## src/rtl/serial_add_if.sv

```systemverilog
// Handshake and 1-bit adder signals between the lab top level and the serial add controller.
interface serial_add_if #(
  parameter int WIDTH = 8
);
  logic             start;
  logic [WIDTH-1:0] a;
  logic [WIDTH-1:0] b;
  logic             cin;
  logic             fa_a;
  logic             fa_b;
  logic             fa_cin;
  logic             fa_sum;
  logic             fa_cout;
  logic [WIDTH-1:0] sum;
  logic             cout;
  logic             busy;
  logic             done;

  modport slave (
    input  start, a, b, cin, fa_sum, fa_cout,
    output fa_a, fa_b, fa_cin, sum, cout, busy, done
  );

  modport master (
    output start, a, b, cin, fa_sum, fa_cout,
    input  fa_a, fa_b, fa_cin, sum, cout, busy, done
  );
endinterface

```

## src/rtl/serial_add_ctrl.sv

```systemverilog
// Bit-serial adder controller: walks two operands LSB-first through an external
// 1-bit full adder, keeping the carry in a flop and assembling the sum in a shifter.
module serial_add_ctrl #(
  parameter int WIDTH = 8
) (
  input  logic         clk,
  input  logic         rst,
  serial_add_if.slave  bus
);
  localparam int CNT_W = $clog2(WIDTH);

  typedef enum logic [1:0] {IDLE, RUN, DONE} state_t;

  state_t           state_q, state_d;
  logic [WIDTH-1:0] a_sh_q, a_sh_d;
  logic [WIDTH-1:0] b_sh_q, b_sh_d;
  logic [WIDTH-1:0] sum_sh_q, sum_sh_d;
  logic [WIDTH-1:0] sum_q, sum_d;
  logic             carry_q, carry_d;
  logic             cout_q, cout_d;
  logic [CNT_W-1:0] cnt_q, cnt_d;
  logic             run;

  assign run = (state_q == RUN);

  always_comb begin
    state_d  = state_q;
    a_sh_d   = a_sh_q;
    b_sh_d   = b_sh_q;
    sum_sh_d = sum_sh_q;
    sum_d    = sum_q;
    carry_d  = carry_q;
    cout_d   = cout_q;
    cnt_d    = cnt_q;
    case (state_q)
      IDLE: begin
        if (bus.start) begin
          a_sh_d  = bus.a;
          b_sh_d  = bus.b;
          carry_d = bus.cin;
          cnt_d   = '0;
          state_d = RUN;
        end
      end
      RUN: begin
        a_sh_d   = {1'b0, a_sh_q[WIDTH-1:1]};
        b_sh_d   = {1'b0, b_sh_q[WIDTH-1:1]};
        sum_sh_d = {bus.fa_sum, sum_sh_q[WIDTH-1:1]};
        carry_d  = bus.fa_cout;
        cnt_d    = cnt_q + CNT_W'(1);
        // The edge with cnt at WIDTH-1 handles the MSB, so the result is complete here
        if (cnt_q == CNT_W'(WIDTH - 1)) begin
          sum_d   = sum_sh_d;
          cout_d  = bus.fa_cout;
          state_d = DONE;
        end
      end
      DONE:    state_d = IDLE;
      default: state_d = IDLE;
    endcase
  end

  always_ff @(posedge clk or posedge rst) begin
    if (rst) begin
      state_q  <= IDLE;
      a_sh_q   <= '0;
      b_sh_q   <= '0;
      sum_sh_q <= '0;
      sum_q    <= '0;
      carry_q  <= 1'b0;
      cout_q   <= 1'b0;
      cnt_q    <= '0;
    end else begin
      state_q  <= state_d;
      a_sh_q   <= a_sh_d;
      b_sh_q   <= b_sh_d;
      sum_sh_q <= sum_sh_d;
      sum_q    <= sum_d;
      carry_q  <= carry_d;
      cout_q   <= cout_d;
      cnt_q    <= cnt_d;
    end
  end

  // Adder inputs are forced low outside RUN so the cell sees a quiet bus when idle
  assign bus.fa_a   = run & a_sh_q[0];
  assign bus.fa_b   = run & b_sh_q[0];
  assign bus.fa_cin = run & carry_q;
  assign bus.sum    = sum_q;
  assign bus.cout   = cout_q;
  assign bus.busy   = run;
  assign bus.done   = (state_q == DONE);
endmodule

```

## src/flat_wrapper.sv

```systemverilog
// flat-port wrapper written by rule: the top's interface ports become plain ports
module serial_add_ctrl_flat 
#(
  parameter int WIDTH = 8
)
  (clk, rst, bus_start, bus_a, bus_b, bus_cin, bus_fa_sum, bus_fa_cout, bus_fa_a, bus_fa_b, bus_fa_cin, bus_sum, bus_cout, bus_busy, bus_done);
  serial_add_if #(.WIDTH(WIDTH)) bus_i ();
  input  logic clk;
  input  logic rst;
  input wire logic [$bits(bus_i.start)-1:0] bus_start;
  input wire logic [$bits(bus_i.a)-1:0] bus_a;
  input wire logic [$bits(bus_i.b)-1:0] bus_b;
  input wire logic [$bits(bus_i.cin)-1:0] bus_cin;
  input wire logic [$bits(bus_i.fa_sum)-1:0] bus_fa_sum;
  input wire logic [$bits(bus_i.fa_cout)-1:0] bus_fa_cout;
  output wire logic [$bits(bus_i.fa_a)-1:0] bus_fa_a;
  output wire logic [$bits(bus_i.fa_b)-1:0] bus_fa_b;
  output wire logic [$bits(bus_i.fa_cin)-1:0] bus_fa_cin;
  output wire logic [$bits(bus_i.sum)-1:0] bus_sum;
  output wire logic [$bits(bus_i.cout)-1:0] bus_cout;
  output wire logic [$bits(bus_i.busy)-1:0] bus_busy;
  output wire logic [$bits(bus_i.done)-1:0] bus_done;
  assign bus_i.start = bus_start;
  assign bus_i.a = bus_a;
  assign bus_i.b = bus_b;
  assign bus_i.cin = bus_cin;
  assign bus_i.fa_sum = bus_fa_sum;
  assign bus_i.fa_cout = bus_fa_cout;
  assign bus_fa_a = bus_i.fa_a;
  assign bus_fa_b = bus_i.fa_b;
  assign bus_fa_cin = bus_i.fa_cin;
  assign bus_sum = bus_i.sum;
  assign bus_cout = bus_i.cout;
  assign bus_busy = bus_i.busy;
  assign bus_done = bus_i.done;
  serial_add_ctrl #(.WIDTH(WIDTH)) u_core (.clk(clk), .rst(rst), .bus(bus_i));
endmodule
```

## config.mk

```make
export PLATFORM = sky130hd
export DESIGN_NAME = serial_add_ctrl_flat
export DESIGN_NICKNAME = d
export VERILOG_FILES = /design/src/rtl/serial_add_if.sv /design/src/rtl/serial_add_ctrl.sv /design/src/flat_wrapper.sv
export SDC_FILE = /design/constraint.sdc
export NUM_CORES = 1
export LEC_CHECK = 0
export BUFFER_PORTS_ARGS = -buffer_cell sky130_fd_sc_hd__buf_2
export CAP_MARGIN = 20
export CORE_ASPECT_RATIO = 1.1
export CORE_MARGIN = 1
export CORE_UTILIZATION = 55
export CTS_BUF_LIST = sky130_fd_sc_hd__clkbuf_4
export CTS_CLUSTER_SIZE = 8
export DETAILED_ROUTE_END_ITERATION = 8
export GPL_TIMING_DRIVEN = 0
export HOLD_SLACK_MARGIN = 0.12
export PLACE_DENSITY = 0.88
export REMOVE_ABC_BUFFERS = 1
export SKIP_LAST_GASP = 1
export SYNTH_ARGS = -nofsm -noshare
export SYNTH_HDL_FRONTEND = slang
export SYNTH_SLANG_ARGS = --single-unit
```

## constraint.sdc

```tcl
create_clock -name clk -period 2.1 [get_ports clk]
set_input_delay 0.315 -clock clk [delete_from_list [all_inputs] [get_ports clk]]
set_output_delay 0.315 -clock clk [all_outputs]
set_load 0.1 [all_outputs]
```

==> results of run 1 <==
repair_timing:
item,4_1_cts,5_1_grt
setup endpoints to repair,2,2
hold buffers,0,0
gates cloned,0,0
resized for setup,6,1
critical path, delay by kind of cell, from the launching register on:
kind / cells / cell delay (ns)
buffers and inverters: 1 / 0.44
AND/OR/NAND/NOR: 2 / 0.43
flip-flops: 1 / 0.49
cell usage in the layout, fill, tap and decap left out, drive strengths merged:
| master | n |
|---|---|
| a21oi | 1 |
| a22o | 2 |
| clkinv | 2 |
| mux2 | 16 |
| a221oi | 3 |
| mux2i | 1 |
| o21bai | 1 |
| o221a | 1 |
| nor2b | 12 |
| clkbuf | 6 |
| nand2b | 1 |
| or4b | 1 |
| a222oi | 11 |
| and2 | 1 |
| buf | 36 |
| ha | 2 |
| a32o | 2 |
| inv | 17 |
| nand3b | 1 |
| nor4b | 3 |
| nor2 | 6 |
| dfrtp | 38 |
| o21ba | 1 |
cell usage after synthesis, drive strengths merged (2+ instances only):
cell and number:
a221oi 3, a222oi 11, nor2 6, nor4b 3, a32o 2, inv 17, dfrtp 38, a22o 2
mux2 16, buf 8, nor2b 12, ha 2
stage by stage:
stage                     cells  cell area, µm²  worst slack, ns  util (%)  hold slack, ns
final                       198            1900           0.0876      67.9           0.168
after CTS                   198            1900           0.0280      67.8           0.178
after global placement      189            1820           0.0843      64.8           0.474
after detailed placement    190            1830           0.0624      65.4           0.483
after floorplan             121            1600           -0.303         -           0.457
after global routing        198            1900           0.0158      67.9           0.218
layer usage:
layer / GRT usage, % / vias to the layer above / share of wire, %
met2: 34.1 / 38 / 49
met4: 3.30 / 0 / 0
met1: 25.3 / 557 / 44
met5: 0 / - / 0
met3: 8.46 / 0 / 6.6
li1: - / 537 / -
registers in the layout, indices dropped and copies added, names as in the netlist:
| register | flops |
|---|---|
| u_core.sum_sh_q | 7 |
| u_core.b_sh_q | 8 |
| u_core.bus.sum | 8 |
| u_core.state_q | 2 |
| u_core.a_sh_q | 8 |
| u_core.bus.cout | 1 |
| u_core.carry_q | 1 |
| u_core.cnt_q | 3 |
cell type report:
type | count | area (µm²) | share of cell area (%)
Clock inverter | 2 | 8.76 | 0.461
Tap cell | 33 | 41.3 | 2.17
Multi-Input combinational cell | 66 | 586 | 30.8
Timing Repair Buffer | 36 | 199 | 10.5
Inverter | 17 | 68.8 | 3.62
Clock buffer | 6 | 45.0 | 2.37
Sequential cell | 38 | 953 | 50.1
logic make-up (layout without fill, tap and decap cells):
group,Yosys count,after routing,share of synthesized area [%]
DFF,38,38,57.4
buffers and inverters,26,61,7.18
and+or+nand+nor,25,25,9.60
AOI/OAI and AO/OA,22,22,12.8
muxes,17,17,11.5
adders and majority gates,2,2,1.51
final timing paths:
kind                                                      end  cells after the start                           from
worst max-delay path                                 bus_fa_a                      3  u_core.state_q[1]$_DFFE_PP0P_
worst min-delay path             u_core.a_sh_q[0]$_DFFE_PP0P_                      2                            rst
worst max register to register  u_core.bus.sum[2]$_DFFE_PP0P_                      4    u_core.cnt_q[0]$_DFFE_PP0P_
worst min register to register    u_core.cnt_q[0]$_DFFE_PP0P_                      1    u_core.cnt_q[0]$_DFFE_PP0P_
max in group asynchronous       u_core.state_q[1]$_DFFE_PP0P_                      3                            rst
min in group clk                u_core.bus.sum[7]$_DFFE_PP0P_                      2                     bus_fa_sum
==> out/summary.txt, run 1 <==
outcome: finished, final reports clean
final wirelength: 2990 µm
required time worst endpoint: 1.78 ns
hold crit path type: input port to async pin
post-DP HPWL: 2040 µm
initial antenna violation count: 0
post-synthesis sequential area ratio: 57.4%
Startpoint Class: register
die span in x: 54.3 µm
vias in the first global route: 1,061
DR DRC count: 0
Worst Setup Path Type: register to output port
# Post-CTS Setup Buffers: 0
mean post-synth cell area: 12.7 µm²
# nets final: 188
top cells by area, synth: dfrtp_1 (57%), mux2_2 (11%), a222oi_1 (6.7%)
GP Congestion: 0.659
Worst Path Max Fanout: 13
top cell type's share of synthesized area: 57.4%
share of cells above drive strength 1: 40.6%
worst-margin pin slew: 0.913 ns
RSZ-0062 raised after global routing: false
minimum clock period: 2.01 ns
die area: 0.00323 mm²
GRT overflow: 0
Setup-failing EPs final: 0
Root Driver: clkbuf_4
largest net degree at the start of global routing: 25
CP endpoint kind: output port
total of max-cap violations: 0
Max Fclk: 0.497 GHz
Sink Count: 38
Synth Warn #: 0
Max Buffers Root-to-Sink: 2
R2R Setup Slk: 0.39 ns
Die H: 59.5 µm
Core ar.: 0.00280 mm²
I/O pin count: 36
Max stage delay on crit path: 0.49 ns
Routed wire per std cell: 15.1 µm
Synth Instances: 130
Skew-Pair Late Insertion Delay: 0.33 ns
hold violation total from the final report: 0
synth-to-layout area growth: 14.9%
worst path arrival time: 1.70 ns
Synth cell types: 26
Total GRT Usage: 20.6%
fillers: 218
#FFs+latches synth: 38
crit-path cells: nand2b_2 -> nor2_1 -> buf_2
Layout Skew: 0.00398 ns
slew margin rel.: 39.0%
diode count: 0
Placement Rows: 20
top cell type by total area after synthesis: dfrtp_1
Inserted Clock Buffers: 5
Post-synth ARST share: 100%
number of max-slew violations in the final report: 0
1st-iter DRT viols: 49
Detail Route Antenna Nets: 0
CTS HTree Levels: 2
routed vias/inst: 5.72
Port-buffer cells: 35
CTS tree: built
global-route wire length before repair: 4640 µm
Synth Flop Type: dfrtp_1
clock-pin slew on the worst setup and hold paths: 0.10 ns
cell at the slowest stage of the critical path: dfrtp_2
Post-Route Setup TNS: 0 ns
Pre-Repair DR Iteration Count: 4
final worst path period share: 95.8%
vias: 1,132
Mapped Area: 0.00166 mm²
Post-synth EDFFs: 0
initial core utilization: 59.1%
Power of run 1 is left out: the tool's default activity adds up to more than one toggle a clock period on the data nets, which glitch-free logic cannot reach.
==> run 2: changes to the inputs <==
--- a/config.mk
+++ b/config.mk
@@ -8,15 +8,16 @@
 export BUFFER_PORTS_ARGS = -buffer_cell sky130_fd_sc_hd__buf_2
 export CAP_MARGIN = 20
 export CORE_ASPECT_RATIO = 1.1
-export CORE_MARGIN = 1
+export CORE_MARGIN = 3
 export CORE_UTILIZATION = 55
 export CTS_BUF_LIST = sky130_fd_sc_hd__clkbuf_4
-export CTS_CLUSTER_SIZE = 8
+export CTS_CLUSTER_SIZE = 30
 export DETAILED_ROUTE_END_ITERATION = 8
 export GPL_TIMING_DRIVEN = 0
 export HOLD_SLACK_MARGIN = 0.12
 export PLACE_DENSITY = 0.88
 export REMOVE_ABC_BUFFERS = 1
+export SKIP_CTS_REPAIR_TIMING = 1
 export SKIP_LAST_GASP = 1
 export SYNTH_ARGS = -nofsm -noshare
 export SYNTH_HDL_FRONTEND = slang
==> out/summary.txt, run 2 (synthesis results as in run 1) <==
final worst path period share: 96.3%
1st-iter DRT viols: 139
Skew-Pair Late Insertion Delay: 0.35 ns
Root Driver: clkbuf_4
die span in x: 58.3 µm
Port-buffer cells: 35
Core ar.: 0.00283 mm²
largest net degree at the start of global routing: 23
# nets final: 189
synth-to-layout area growth: 16.6%
Worst Path Max Fanout: 22
Detail Route Antenna Nets: 0
GRT overflow: 0
Placement Rows: 20
Crit Reg-Reg Endpoint: u_core.bus.cout$_DFFE_PP0P_
worst reg-to-reg path cell count: 4
number of max-slew violations in the final report: 0
Worst Hold Depth: 2
worst path arrival time: 1.71 ns
Max Buffers Root-to-Sink: 2
slew margin rel.: 50.1%
initial core utilization: 58.5%
Max Fclk: 0.495 GHz
R2R Setup Slk: 0.40 ns
hold crit path type: input port to register
I/O pin count: 36
Startpoint Class: register
minimum clock period: 2.02 ns
commonest non-fill, non-tap cell in the layout: dfrtp_1
final wirelength: 3210 µm
post-DP HPWL: 2270 µm
required time worst endpoint: 1.78 ns
CTS tree: built
GP Congestion: 0.779
outcome: finished, final reports clean
hold violation total from the final report: 0
worst-margin pin slew: 0.747 ns
vias in the first global route: 1,086
Layout Skew: 0.00594 ns
die area: 0.00370 mm²
Sink Count: 38
global-route wire length before repair: 5090 µm
vias: 1,161
Die H: 63.5 µm
Worst Setup Path Type: register to output port
diode count: 0
most frequent cells in the layout: dfrtp_1 (36), buf_2 (32), inv_1 (16), mux2_2 (16), nor2b_1 (12)
CTS HTree Levels: 2
Pre-Repair DR Iteration Count: 6
CP endpoint kind: output port
Setup-failing EPs final: 0
min-delay src: bus_fa_sum
initial antenna violation count: 0
RSZ-0062 raised after global routing: true
Total GRT Usage: 18.7%
clock-pin slew on the worst setup and hold paths: 0.10 ns
RR Startpoint: u_core.cnt_q[0]$_DFFE_PP0P_
hold path endpoint: u_core.bus.sum[7]$_DFFE_PP0P_
Inserted Clock Buffers: 5
DR DRC count: 0
hold_ws: 0.213 ns
Routed wire per std cell: 16.1 µm
total of max-cap violations: 0
routed vias/inst: 5.83
share of cells above drive strength 1: 40.4%
==> run 2: cell count changes in the layout (fill, tap and decap cells not counted), sizes merged <==
cell         before  now
buf              36   34
clkbuf            6    8
dlygate4sd3       0    1
==> run 2: per-layer routing <==
layer | vias to the layer above | track usage [%] | share of wire [%]
met5 | - | 0 | 0
met4 | 0 | 9.57 | 2.1
met3 | 5 | 5.74 | 8.2
met2 | 46 | 29.3 | 49
met1 | 571 | 22.7 | 41
li1 | 539 | - | -
==> run 2: how the worst max path moves through the flow <==
stage	start	end	cells after the start
floorplan	u_core.state_q[1]$_DFFE_PP0P_	bus_fa_cin	3
global placement	u_core.state_q[0]$_DFFE_PP0P_	bus_fa_cin	4
detailed placement	u_core.state_q[0]$_DFFE_PP0P_	bus_fa_cin	4
CTS	u_core.state_q[0]$_DFFE_PP0P_	bus_fa_cin	4
global route	u_core.state_q[1]$_DFFE_PP0P_	bus_fa_cin	4
finish	u_core.state_q[1]$_DFFE_PP0P_	bus_fa_cin	4
==> run 2: through the flow <==
stage	utilization (%)	setup WS (ns)	cells	area [µm²]	TNS, ns
floorplan	-	-0.303	121	1600	-0.759
global route	68.2	-0.0181	199	1930	-0.0181
detailed placement	65.2	0.0472	190	1840	0
finish	68.2	0.0778	199	1930	0
CTS	67.1	-0.354	198	1900	-0.600
global placement	64.2	0.0792	189	1820	0
==> run 2: layout make-up <==
class	instances	area, µm²
Sequential cell	38	953
Fill cell	215	898
Multi-Input combinational cell	66	586
Timing Repair Buffer	37	224
Inverter	17	71.3
Clock buffer	6	45.0
Tap cell	33	41.3
Clock inverter	2	8.76
==> run 2: worst max-delay path, stage by stage (launching register included) <==
cell      delay, ns
dfrtp_2        0.50
nand2b_2       0.30
inv_8          0.17
and2_1         0.16
buf_6          0.23
Power of run 2 is left out for the same reason.
